### src/rtl/vga_pixel_fetch_if.sv
// Bundle of frame-control, memory read and pixel pop signals for the VGA pixel fetcher.
// The master modport is the fetcher; the slave modport is its environment.
interface vga_pixel_fetch_if #(
  parameter int AWIDTH     = 19,
  parameter int DWIDTH     = 8,
  parameter int FIFO_DEPTH = 16
);
  localparam int LWIDTH = $clog2(FIFO_DEPTH) + 1;

  logic              frame_start;
  logic [AWIDTH-1:0] frame_base;
  logic [AWIDTH-1:0] req_addr;
  logic [DWIDTH-1:0] read_data;
  logic              read_data_rdy;
  logic              pixel_req;
  logic [DWIDTH-1:0] pixel_data;
  logic              pixel_valid;
  logic [LWIDTH-1:0] fifo_level;
  logic              busy;
  logic              underflow;

  modport master (
    input  frame_start, frame_base, read_data, read_data_rdy, pixel_req,
    output req_addr, pixel_data, pixel_valid, fifo_level, busy, underflow
  );

  modport slave (
    output frame_start, frame_base, read_data, read_data_rdy, pixel_req,
    input  req_addr, pixel_data, pixel_valid, fifo_level, busy, underflow
  );
endinterface

### src/rtl/vga_pixel_fetch.sv
// Frame-buffer read master: walks a frame linearly, holds each address until its byte is
// accepted into a small FIFO, and pops one pixel per request with one cycle of latency.
module vga_pixel_fetch #(
  parameter int AWIDTH      = 19,
  parameter int DWIDTH      = 8,
  parameter int FIFO_DEPTH  = 16,
  parameter int FRAME_BYTES = 307200
) (
  input logic                 i_mem_clk,
  input logic                 i_reset,
  vga_pixel_fetch_if.master   io_fetch
);
  localparam int PWIDTH = $clog2(FIFO_DEPTH);
  localparam int LWIDTH = PWIDTH + 1;
  localparam int CWIDTH = $clog2(FRAME_BYTES + 1);
  localparam logic [CWIDTH-1:0] LAST_CNT   = CWIDTH'(FRAME_BYTES - 1);
  localparam logic [LWIDTH-1:0] FULL_LEVEL = LWIDTH'(FIFO_DEPTH);

  typedef enum logic [1:0] {
    ST_IDLE  = 2'd0,
    ST_FETCH = 2'd1,
    ST_DONE  = 2'd2
  } state_t;

  state_t             r_state;
  logic [AWIDTH-1:0]  r_req_addr;
  logic [CWIDTH-1:0]  r_cnt;
  logic [PWIDTH-1:0]  r_wr_ptr;
  logic [PWIDTH-1:0]  r_rd_ptr;
  logic [LWIDTH-1:0]  r_level;
  logic [DWIDTH-1:0]  r_pixel_data;
  logic               r_pixel_valid;
  logic               r_busy;
  logic               r_underflow;
  logic [DWIDTH-1:0]  r_mem [FIFO_DEPTH];

  logic w_empty;
  logic w_full;
  logic w_pop;
  logic w_push;

  // FrameStart overrides both the pop and the push on the same edge.
  assign w_empty = (r_level == LWIDTH'(0));
  assign w_full  = (r_level == FULL_LEVEL);
  assign w_pop   = io_fetch.pixel_req && !io_fetch.frame_start && !w_empty;
  assign w_push  = (r_state == ST_FETCH) && io_fetch.read_data_rdy && !io_fetch.frame_start &&
                   (!w_full || w_pop);

  // FIFO storage; contents need no reset because the pointers define validity.
  always_ff @(posedge i_mem_clk) begin
    if (w_push && !i_reset) begin
      r_mem[r_wr_ptr] <= io_fetch.read_data;
    end
  end

  // Fetch state machine, address/counter, FIFO pointers and pixel output registers.
  always_ff @(posedge i_mem_clk) begin
    if (i_reset) begin
      r_state       <= ST_IDLE;
      r_req_addr    <= '0;
      r_cnt         <= '0;
      r_wr_ptr      <= '0;
      r_rd_ptr      <= '0;
      r_level       <= '0;
      r_pixel_data  <= '0;
      r_pixel_valid <= 1'b0;
      r_busy        <= 1'b0;
      r_underflow   <= 1'b0;
    end else if (io_fetch.frame_start) begin
      r_state       <= ST_FETCH;
      r_req_addr    <= io_fetch.frame_base;
      r_cnt         <= '0;
      r_wr_ptr      <= '0;
      r_rd_ptr      <= '0;
      r_level       <= '0;
      r_pixel_valid <= 1'b0;
      r_busy        <= 1'b1;
    end else begin
      if (w_push) begin
        r_wr_ptr   <= r_wr_ptr + PWIDTH'(1);
        r_req_addr <= r_req_addr + AWIDTH'(1);
        r_cnt      <= r_cnt + CWIDTH'(1);
        if (r_cnt == LAST_CNT) begin
          r_state <= ST_DONE;
          r_busy  <= 1'b0;
        end
      end

      if (w_pop) begin
        r_pixel_data  <= r_mem[r_rd_ptr];
        r_pixel_valid <= 1'b1;
        r_rd_ptr      <= r_rd_ptr + PWIDTH'(1);
      end else if (io_fetch.pixel_req) begin
        r_pixel_data  <= '0;
        r_pixel_valid <= 1'b0;
        r_underflow   <= 1'b1;
      end else begin
        r_pixel_valid <= 1'b0;
      end

      case ({w_push, w_pop})
        2'b10:   r_level <= r_level + LWIDTH'(1);
        2'b01:   r_level <= r_level - LWIDTH'(1);
        default: r_level <= r_level;
      endcase
    end
  end

  assign io_fetch.req_addr    = r_req_addr;
  assign io_fetch.pixel_data  = r_pixel_data;
  assign io_fetch.pixel_valid = r_pixel_valid;
  assign io_fetch.fifo_level  = r_level;
  assign io_fetch.busy        = r_busy;
  assign io_fetch.underflow   = r_underflow;
endmodule

### src/flat_wrapper.sv
// flat-port wrapper written by rule: the top's interface ports become plain ports
module vga_pixel_fetch_flat 
#(
  parameter int AWIDTH      = 19,
  parameter int DWIDTH      = 8,
  parameter int FIFO_DEPTH  = 16,
  parameter int FRAME_BYTES = 307200
)
  (i_mem_clk, i_reset, io_fetch_frame_start, io_fetch_frame_base, io_fetch_read_data, io_fetch_read_data_rdy, io_fetch_pixel_req, io_fetch_req_addr, io_fetch_pixel_data, io_fetch_pixel_valid, io_fetch_fifo_level, io_fetch_busy, io_fetch_underflow);
  vga_pixel_fetch_if #(.AWIDTH(AWIDTH), .DWIDTH(DWIDTH), .FIFO_DEPTH(FIFO_DEPTH)) io_fetch_i ();
  input logic i_mem_clk;
  input logic i_reset;
  input wire logic [$bits(io_fetch_i.frame_start)-1:0] io_fetch_frame_start;
  input wire logic [$bits(io_fetch_i.frame_base)-1:0] io_fetch_frame_base;
  input wire logic [$bits(io_fetch_i.read_data)-1:0] io_fetch_read_data;
  input wire logic [$bits(io_fetch_i.read_data_rdy)-1:0] io_fetch_read_data_rdy;
  input wire logic [$bits(io_fetch_i.pixel_req)-1:0] io_fetch_pixel_req;
  output wire logic [$bits(io_fetch_i.req_addr)-1:0] io_fetch_req_addr;
  output wire logic [$bits(io_fetch_i.pixel_data)-1:0] io_fetch_pixel_data;
  output wire logic [$bits(io_fetch_i.pixel_valid)-1:0] io_fetch_pixel_valid;
  output wire logic [$bits(io_fetch_i.fifo_level)-1:0] io_fetch_fifo_level;
  output wire logic [$bits(io_fetch_i.busy)-1:0] io_fetch_busy;
  output wire logic [$bits(io_fetch_i.underflow)-1:0] io_fetch_underflow;
  assign io_fetch_i.frame_start = io_fetch_frame_start;
  assign io_fetch_i.frame_base = io_fetch_frame_base;
  assign io_fetch_i.read_data = io_fetch_read_data;
  assign io_fetch_i.read_data_rdy = io_fetch_read_data_rdy;
  assign io_fetch_i.pixel_req = io_fetch_pixel_req;
  assign io_fetch_req_addr = io_fetch_i.req_addr;
  assign io_fetch_pixel_data = io_fetch_i.pixel_data;
  assign io_fetch_pixel_valid = io_fetch_i.pixel_valid;
  assign io_fetch_fifo_level = io_fetch_i.fifo_level;
  assign io_fetch_busy = io_fetch_i.busy;
  assign io_fetch_underflow = io_fetch_i.underflow;
  vga_pixel_fetch #(.AWIDTH(AWIDTH), .DWIDTH(DWIDTH), .FIFO_DEPTH(FIFO_DEPTH), .FRAME_BYTES(FRAME_BYTES)) u_core (.i_mem_clk(i_mem_clk), .i_reset(i_reset), .io_fetch(io_fetch_i));
endmodule
### config.mk
export PLATFORM = sky130hd
export DESIGN_NAME = vga_pixel_fetch_flat
export DESIGN_NICKNAME = d
export VERILOG_FILES = /design/src/rtl/vga_pixel_fetch_if.sv /design/src/rtl/vga_pixel_fetch.sv /design/src/flat_wrapper.sv
export SDC_FILE = /design/constraint.sdc
export NUM_CORES = 1
export LEC_CHECK = 0
export CAP_MARGIN = 20
export CORE_AREA = 2 2 201 124
export CTS_BUF_LIST = sky130_fd_sc_hd__clkbuf_4 sky130_fd_sc_hd__clkbuf_8
export DETAILED_ROUTE_END_ITERATION = 10
export DIE_AREA = 0 0 203 126
export GPL_TIMING_DRIVEN = 1
export PLACE_DENSITY = 0.49
export SLEW_MARGIN = 40
export SYNTH_ARGS = -nofsm -noshare
export SYNTH_HDL_FRONTEND = slang
export SYNTH_SLANG_ARGS = --single-unit
### constraint.sdc
create_clock -name i_mem_clk -period 6.2 [get_ports i_mem_clk]
set_input_delay 1.24 -clock i_mem_clk [delete_from_list [all_inputs] [get_ports i_mem_clk]]
set_output_delay 1.24 -clock i_mem_clk [all_outputs]
set_load 0.1 [all_outputs]
**Word-level counts from Yosys, hierarchy flattened**

Memory sizes are Yosys's and may differ from the RTL's. A register that Yosys moved wholly into a read port is not among the register bits.
Cells that the tools add are included.

- RAM bits: 128
- Bits of input ports: 32
- Register bits: 64
- Logic and storage cells: 62
- Memories: 1

- Add/subtract/negate cells: 6
- Equality and inequality tests: 5
- Bitwise logic cells: 2
- Mux-type cells: 16
- Reductions and logical operators: 21

Memories:

| memory | depth | width | rd ports | clocked after Yosys merged registers in | wr ports | line | RTL |
|---|---|---|---|---|---|---|---|
| u_core.r_mem | 16 | 8 | 1 | 1 | 1 | vga_pixel_fetch.sv:35 | `logic [DWIDTH-1:0] r_mem [FIFO_DEPTH];` |

Operators with widths:

| operator | number |
|---|---|
| 19-bit by 1-bit adder with 19-bit output (second input constant) | 2 |
| 19-bit two-way mux | 2 |
| 19-bit equality test (second input constant) | 1 |
| 8-bit two-way mux | 2 |
| 5-bit one-hot mux with 2 select lines | 1 |
| 1-bit two-way mux | 9 |
| 4-bit by 1-bit adder with 4-bit output (second input constant) | 2 |
| 4-bit two-way mux | 2 |
| 2-bit nonzero test | 4 |
| 1-bit logical AND | 6 |
| 2-bit AND reduction | 3 |
| 5-bit by 1-bit adder with 5-bit output (second input constant) | 1 |
| 5-bit equality test (second input constant) | 1 |
| 5-bit logical NOT | 1 |
| 5-bit by 1-bit subtractor with 5-bit output (second input constant) | 1 |
| 2-bit by 1-bit equality test with 1-bit output (second input constant) | 2 |
| 1-bit logical NOT | 4 |
| 3-bit AND reduction | 1 |
| 2-bit equality test (second input constant) | 1 |
| 1-bit NOT | 2 |
| 2-bit OR reduction | 1 |
| 1-bit logical OR | 1 |

**Depth between registers and ports, before layout**

Gate-level depths: netlist of run 1.

- Word-level depth: 8
- Depth in mapped cells: 10
- Depth with buffers taken out: 9

**Least setup slack after synthesis of run 1**

Ideal clock, no wire load.

- Path kind: in2reg
- Start: input port io_fetch_frame_start
- End: register u_core.r_level[4], in the netlist u_core.io_fetch.fifo_level[4]
- Arrival time: 3.273 ns
- Setup slack: 2.791 ns
- Setup time: 0.136 ns
- Path buffers: 1
- Cell stages on the path: 10
- Cells stage by stage: buf_2 nand2b_1 a211oi_1 inv_1 fa_1 nand2b_1 a21oi_1 nand3_1 o311ai_0 a31oi_1

- Cells in the longest elaborated chain, start to end: 7
- Elaborated cells on any way between the ends: 11
- Classes of those cells: eq/ne: 2; mux: 1; reduce/logical: 8

Ends and longest elaborated chain:

| what | line | RTL |
|---|---|---|
| start: declaration | flat_wrapper.sv:13 | `input wire logic [$bits(io_fetch_i.frame_start)-1:0] io_fetch_frame_start;` |
| 1-bit logical NOT | vga_pixel_fetch.sv:45, vga_pixel_fetch.sv:46 |  |
| 1-bit logical AND (2 in a row) | vga_pixel_fetch.sv:45 | `assign w_pop = io_fetch.pixel_req && !io_fetch.frame_start && !w_empty;` |
| 1-bit logical OR | vga_pixel_fetch.sv:47 | `(!w_full \|\| w_pop);` |
| 1-bit logical AND | vga_pixel_fetch.sv:46 | `assign w_push = (r_state == ST_FETCH) && io_fetch.read_data_rdy && !io_fetch.frame_start &&` |
| 2-bit by 1-bit equality test with 1-bit output / 2-bit equality test (equally long branches) | vga_pixel_fetch.sv:101 | `case ({w_push, w_pop})` |
| 5-bit one-hot mux with 2 select lines / 2-bit nonzero test (equally long branches) | n/a |  |
| end signal: assignment | vga_pixel_fetch.sv:102 | `2'b10: r_level <= r_level + LWIDTH'(1);` |
| end signal: assignment | vga_pixel_fetch.sv:103 | `2'b01: r_level <= r_level - LWIDTH'(1);` |
| end signal: assignment | vga_pixel_fetch.sv:104 | `default: r_level <= r_level;` |
| end: declaration | vga_pixel_fetch.sv:30 | `logic [LWIDTH-1:0] r_level;` |

Several ways; a longest one is shown, not always the timed one.
A chain may end at the register's enable or synchronous reset.

**Final worst setup path of run 1**

- Start: input port io_fetch_frame_start
- End: memory u_core.r_mem[12][0], enable pin

- Cells in the longest elaborated chain, start to end: 8
- Elaborated cells on any way between the ends: 9
- Classes of those cells: mux: 2; reduce/logical: 7

Ends and longest elaborated chain:

| what | line | RTL |
|---|---|---|
| 1-bit logical NOT (*) | vga_pixel_fetch.sv:45, vga_pixel_fetch.sv:46 |  |
| 1-bit logical AND (2 in a row) | vga_pixel_fetch.sv:45 |  |
| 1-bit logical OR | vga_pixel_fetch.sv:47 |  |
| 1-bit logical AND (*) | vga_pixel_fetch.sv:46 |  |
| 1-bit logical AND (*) | vga_pixel_fetch.sv:51 | `if (w_push && !i_reset) begin` |
| 1-bit two-way mux (*) | vga_pixel_fetch.sv:51 |  |
| 1-bit two-way mux (not written as such) (*) | vga_pixel_fetch.sv:52 | `r_mem[r_wr_ptr] <= io_fetch.read_data;` |
| end: declaration | vga_pixel_fetch.sv:35 |  |

Every way passes the cells marked *; elsewhere a longest branch is shown, timed or not.

==> metrics.yaml, run 1 <==
status: "finished clean"
area_growth_pct: 14.3
cts_tree: "done"
finalCritPeriodShare_pct: 70.3
worstSkewPairLatency_ns: 0.47
rsz0062_at_grt: "false"
grt_max_degree: 35
layout_commonest_cell: "edfxtp_1"
core_sq_mm: 0.0237
drcViolationCount: 0
grt_overflow: 0
p_per_area_mw_per_mm2: 262
n_antenna_cell: 0
grt_usage_pct: 16.5
setup_ws_ns: 1.84
portBuffers: 66
path_common_cell: "nor2_1"
synth_area_sq_mm: 0.00821
cts_buffers: 17
place_ws_ns: 1.34
cts-root-buf: "clkbuf_8"
clock_path_buffers: 2
antenna_found_initial: 0
synth-seq-cells: 195
fp-row-count: 44
power.total_uw: 2450
critPathRequiredTime_ns: 6.29
synth.yosys.seq_area_share_pct: 63.1
async_reset_ff_share_pct: 0
setup_viol: 0
final_cell_mix: "128 x edfxtp_1, 67 x dfxtp_1, 57 x nor2_1, 43 x nand2_1, 41 x buf_2"
synth_edf_count: 128
grt_pass1_wl_mm: 31.1
slew_headroom_pct: 48.0
postCtsSetupBuffers: 0
whs_ns: 0.486
cp_slowest_stage_delay_ns: 0.80
criticalPathCategory: "in2reg"
holdBufCountCts: 0
hold_class: "reg2reg"
worst_slew_pin_slew_ns: 0.777
vias: 5049
ys_types: 65
end_kind: "flop"
yosys_most_used_dff: "edfxtp_1"
io_pins: 67
clock-sinks: 195
setup_tns_ns: 0
cp_cell_sequence: "clkdlybuf4s50_1 > and4bb_2 > o31ai_4 > nor2_1 > nand2_1 > nor2_1"
yosys_warnings: 0
startpoint_type: "primary input"
p_leak_uw: 0.00306
wirelength_mm: 20.1
slew_viol_final: 0
clkTransAtPathRegs_ns: 0.10
place.gp.congestion: 0.816
cap_viol_max_count: 0
layout.nets: 692
vias_per_cell: 5.13
slowest_stage: "clkdlybuf4s50_1"
fin_skew_ns: 0.0172
drtPass1Iterations: 5
post-dp-hpwl_mm: 14.0
critPathMaxFanout: 20
vdd_drop_max_v: 0.000125
ctsResizeCount: 0
fmax_mhz: 229
min_period_ns: 4.36
wl_per_cell_um: 20.4
ant_nets: 0
postSynthCellCount: 586
drt_first_iter_violations: 432
final_hold_viol_count: 0
final_util_pct: 39.5
die-area_sq_mm: 0.0256
initial_utilization_pct: 34.6
final_layout_size_suffix_gt1_share_pct: 21.9
grt_pass1_vias: 5025
chipHeight_um: 126
cts-htree-levels: 4
synthesis.nets: 629
worstPathArrival_ns: 4.45
synth.avg_cell_area_sq_um: 14.0
die_x_um: 203
-- registers in the layout, summed over array words and instances (netlist names), named ones only --
register                     count
u_core.r_mem                   128
u_core.io_fetch.req_addr        19
u_core.r_cnt                    19
u_core.io_fetch.pixel_data       8
u_core.io_fetch.fifo_level       5
u_core.r_rd_ptr                  4
u_core.r_wr_ptr                  4
u_core.r_state                   2
u_core.io_fetch.pixel_valid      1
u_core.io_fetch.underflow        1
-- logic make-up after synthesis --
| logic type | after synthesis | synth area share (%) |
|---|---|---|
| adder cells (fa/ha/maj) | 11 | 1.77 |
| AO/OA/AOI/OAI | 89 | 7.60 |
| buffers and inverters | 37 | 2.67 |
| XOR/XNOR | 27 | 2.88 |
| flip-flops | 195 | 63.1 |
| multiplexers | 51 | 11.2 |
| AND/OR/NAND/NOR | 176 | 10.7 |
-- worst paths after layout --
| check | startpoint | to | slack, ns | cells past startpoint |
|---|---|---|---|---|
| min | u_core.r_cnt[1]$_SDFFE_PP0P_ | u_core.r_cnt[1]$_SDFFE_PP0P_ | 0.49 | 2 |
| max reg2reg | u_core.io_fetch.fifo_level[4]$_SDFFE_PP0P_ | u_core.io_fetch.fifo_level[4]$_SDFFE_PP0P_ | 3.23 | 9 |
| min reg2reg | u_core.r_cnt[1]$_SDFFE_PP0P_ | u_core.r_cnt[1]$_SDFFE_PP0P_ | 0.49 | 2 |
| max | io_fetch_frame_start | u_core.r_mem[12][0]$_DFFE_PP_ | 1.84 | 6 |
-- worst max-delay path, delay by kind of cell --
kind | cells | cell delay [ns]
AO/OA/AOI/OAI | 1 | 0.23
buffers and inverters | 1 | 0.80
AND/OR/NAND/NOR | 4 | 2.18
-- layout make-up --
cell class / instances / area [sq um]
inverter: 9 / 33.8
clock inverter: 14 / 176
sequential: 195 / 5180
fill: 2218 / 14300
tap: 322 / 403
timing repair buffer: 72 / 500
multi-input combinational: 354 / 2840
clock buffer: 18 / 241
-- metrics by stage --
stage | instance area (sq um) | cells
after CTS | 9410 | 984
final | 9380 | 984
after global routing | 9380 | 984
after global placement | 9140 | 952
after floorplan | 8210 | 586
after detailed placement | 8990 | 952
-- where the power goes --
| part | total [uW] | internal [uW] | leakage (uW) | switching (uW) |
|---|---|---|---|---|
| sequential | 1410 | 1390 | 0.00169 | 15.1 |
| combinational | 173 | 42.2 | 0.00115 | 131 |
| clock | 875 | 411 | 0.000214 | 463 |
-- cells in the mapped netlist (2+ instances only) --
cell	number	share of area, %
edfxtp_1	128	47
dfxtp_1	67	16
nor2_1	58	2.7
nand2_1	43	2.0
mux4_2	32	8.8
a21oi_1	24	1.5
nand3_1	20	1.2
xor2_1	20	2.1
o21ai_0	18	1.1
nand4_1	13	0.99
nor3_1	11	0.67
clkbuf_1	10	0.46
ha_1	10	1.5
mux2i_1	10	1.2
a22oi_1	9	0.82
a31oi_1	9	0.69
inv_1	9	0.41
mux2_2	9	1.2
buf_2	7	0.43
xnor2_1	7	0.75
o211ai_1	6	0.55
and3_1	4	0.30
buf_1	4	0.18
nand2b_1	4	0.30
and4_1	3	0.32
o311ai_0	3	0.32
a211oi_1	2	0.18
a21o_1	2	0.18
a31oi_2	2	0.30
and2_1	2	0.15
buf_4	2	0.18
buf_6	2	0.27
clkbuf_8	2	0.34
nor4_1	2	0.15
or2_2	2	0.15
-- per-layer routing --
metal / GRT usage [%] / wire [um] / up-vias
met5: 0 / 0 / -
met4: 3.82 / 155 / 0
met3: 4.01 / 1260 / 10
met2: 21.9 / 8210 / 158
met1: 26.6 / 10500 / 2523
li1: - / - / 2358
No activity file was read; power rests on OpenSTA's default activity.
==> run 2: changes to the inputs <==
--- a/config.mk
+++ b/config.mk
@@ -11,7 +11,7 @@
 export DETAILED_ROUTE_END_ITERATION = 10
 export DIE_AREA = 0 0 203 126
 export GPL_TIMING_DRIVEN = 1
-export PLACE_DENSITY = 0.49
+export PLACE_DENSITY = 0.51
 export SLEW_MARGIN = 40
 export SYNTH_ARGS = -nofsm -noshare
 export SYNTH_HDL_FRONTEND = slang
==> constraint.sdc (replaced) <==
create_clock -name i_mem_clk -period 3.96 [get_ports i_mem_clk]
set_input_delay 0.792 -clock i_mem_clk [delete_from_list [all_inputs] [get_ports i_mem_clk]]
set_output_delay 0.792 -clock i_mem_clk [all_outputs]
set_load 0.1 [all_outputs]
==> run 2 against run 1 <==
  * Via count fell by 0.16%
  * Global-route usage fell by 1.5 points
  * Non-clock buffer count rose by 19
  * Sequential share of layout area down 0.98 points
  * Clock skew shrank 0.0059 ns
  * Critical path type unchanged
  * Cell count is 1.9% higher
==> metrics.yaml, run 2 (same netlist as run 1, synthesis figures left out) <==
vdd_drop_max_v: 0.000228  # +82%
cp-endpoint: "u_core.r_mem[5][2]$_DFFE_PP_"
cts-root-buf: "clkbuf_8"
vias_per_cell: 5.03  # -2.0%
fmax_mhz: 338
die_x_um: 203  # unchanged
layout_commonest_cell: "edfxtp_1"
worstSkewPairLatency_ns: 0.48  # about the same
regMostFlops: "u_core.r_mem"
antenna_found_initial: 0  # unchanged
drcViolationCount: 0  # unchanged
final_layout_size_suffix_gt1_share_pct: 22.9  # +1.0 points
hold_class: "reg2reg"
min_period_ns: 2.95
critPathMaxFanout: 17  # -15%
finalCritPeriodShare_pct: 74.6
clkTransAtPathRegs_ns: 0.10  # about the same
ctsResizeCount: 0  # unchanged
combPwrFrac_pct: 6.9  # -0.2 points
cts_tree: "done"
worstPathArrival_ns: 3.15  # -1.30 ns
worstReg2RegEnd: "u_core.io_fetch.fifo_level[4]$_SDFFE_PP0P_"
p_int_uw: 2900  # +57%
cts-htree-levels: 4  # unchanged
clock-sinks: 195  # unchanged
startpoint_type: "primary input"
switching_share_pct: 25.5  # +0.71 points
initial_utilization_pct: 34.6  # unchanged
end_kind: "flop"
criticalPathCategory: "in2reg"
place.gp.congestion: 0.767  # -6.0%
pwr-share-clk_pct: 36.7  # +1.1 points
final_hold_viol_count: 0  # unchanged
p_sw_uw: 997  # +63%
critPathRequiredTime_ns: 4.16  # -2.13 ns
post-dp-hpwl_mm: 12.7  # -9.2%
slew_viol_final: 0  # unchanged
drt_first_iter_violations: 360  # -17%
setup_viol: 0  # unchanged
largest_reg_flops: 128  # unchanged
fin_skew_ns: 0.0114  # -0.00585 ns
n_antenna_cell: 0  # unchanged
place_ws_ns: 0.493  # -0.842 ns
portBuffers: 66  # unchanged
status: "finished clean"
io_pins: 67  # unchanged
wl_per_cell_um: 18.2  # -11%
grt_max_degree: 33  # -5.7%
core_sq_mm: 0.0237  # unchanged
rsz0062_at_grt: "false"
final_util_pct: 40.3  # +0.75 points
startpoint: "io_fetch_frame_start"
vias: 5041  # -0.16%
cts_buffers: 17  # unchanged
grt_pass1_wl_mm: 29.2  # -6.1%
die-area_sq_mm: 0.0256  # unchanged
postCtsSetupBuffers: 0  # unchanged
grt_overflow: 0  # unchanged
drtPass1Iterations: 4  # -1
slew_headroom_pct: 51.0  # +3.0 points
grt_usage_pct: 15.0  # -1.5 points
final_cell_mix: "128 x edfxtp_1, 65 x dfxtp_1, 57 x nor2_1, 43 x nand2_1, 35 x buf_2"
holdBufCountCts: 0  # unchanged
rrSetupSlack_ns: 1.41  # -1.82 ns
fp-row-count: 44  # unchanged
chipHeight_um: 126  # unchanged
pwr-share-seq_pct: 56.5  # -0.8 points
area_growth_pct: 16.5
wirelength_mm: 18.2  # -9.4%
cap_viol_max_count: 0  # unchanged
layout.nets: 711  # +2.7%
r2r_cells: 10  # +1
ant_nets: 0  # unchanged
r2r-start: "u_core.io_fetch.fifo_level[4]$_SDFFE_PP0P_"
worst_slew_pin_slew_ns: 0.729  # -0.0477 ns
grt_pass1_vias: 5105  # +1.6%
setup_tns_ns: 0  # unchanged
clock_path_buffers: 2  # unchanged
p_per_area_mw_per_mm2: 408  # +56%
setup_ws_ns: 1.01  # -0.834 ns
p_leak_uw: 0.00316  # +3.0%
## run 2: worst min-delay path by stage
| stage | from | depth (start not counted) | to |
|---|---|---|---|
| floorplan | u_core.r_cnt[1]$_SDFFE_PP0P_ | 2 | u_core.r_cnt[1]$_SDFFE_PP0P_ |
| detailed placement | u_core.r_cnt[1]$_SDFFE_PP0P_ | 2 | u_core.r_cnt[1]$_SDFFE_PP0P_ |
| global route | u_core.r_cnt[1]$_SDFFE_PP0P_ | 2 | u_core.r_cnt[1]$_SDFFE_PP0P_ |
| finish | u_core.r_cnt[1]$_SDFFE_PP0P_ | 2 | u_core.r_cnt[1]$_SDFFE_PP0P_ |
| global placement | u_core.r_cnt[1]$_SDFFE_PP0P_ | 2 | u_core.r_cnt[1]$_SDFFE_PP0P_ |
| CTS | u_core.r_cnt[1]$_SDFFE_PP0P_ | 2 | u_core.r_cnt[1]$_SDFFE_PP0P_ |
## run 2: power groups by stage
| stage | clock, uW | combinational, uW | sequential [uW] |
|---|---|---|---|
| 2_1_floorplan | 0 | 75.7 | 2350 |
| 3_3_place_gp | 0 | 281 | 2250 |
| 3_5_place_dp | 0 | 269 | 2250 |
| 4_1_cts | 1480 | 269 | 2200 |
| 5_1_grt | 1560 | 284 | 2210 |
| 6_report | 1430 | 268 | 2200 |
## run 2: cell type report
class	instances	area [sq um]
Clock inverter	15	214
Fill cell	2177	14200
Timing Repair Buffer	91	673
Clock buffer	17	234
Inverter	9	33.8
Multi-Input combinational cell	354	2820
Tap cell	322	403
Sequential cell	195	5190
## run 2: metrics by stage
| step | instances | hold WS (ns) | cell area, sq um | total power [uW] |
|---|---|---|---|---|
| detailed placement | 971 | 0.466 | 9100 | 2520 |
| floorplan | 586 | 0.453 | 8210 | 2430 |
| global route | 1003 | 0.507 | 9560 | 4050 |
| CTS | 1003 | 0.481 | 9550 | 3950 |
| global placement | 971 | 0.463 | 9280 | 2530 |
| finish | 1003 | 0.478 | 9560 | 3900 |
## run 2: metal layers
metal  share of wire [%]  GRT usage, %
met5                   0             0
met4                 1.1          4.64
met3                 3.5          3.29
met2                  42          21.2
met1                  53          23.0
## run 2: worst max-delay path, stage by stage
cell	delay, ns
clkdlybuf4s50_1	0.45
buf_4	0.22
and2b_2	0.37
o31ai_4	0.10
nor2_1	0.50
nand2_1	0.24
nor2_1	0.25
buf_4	0.21
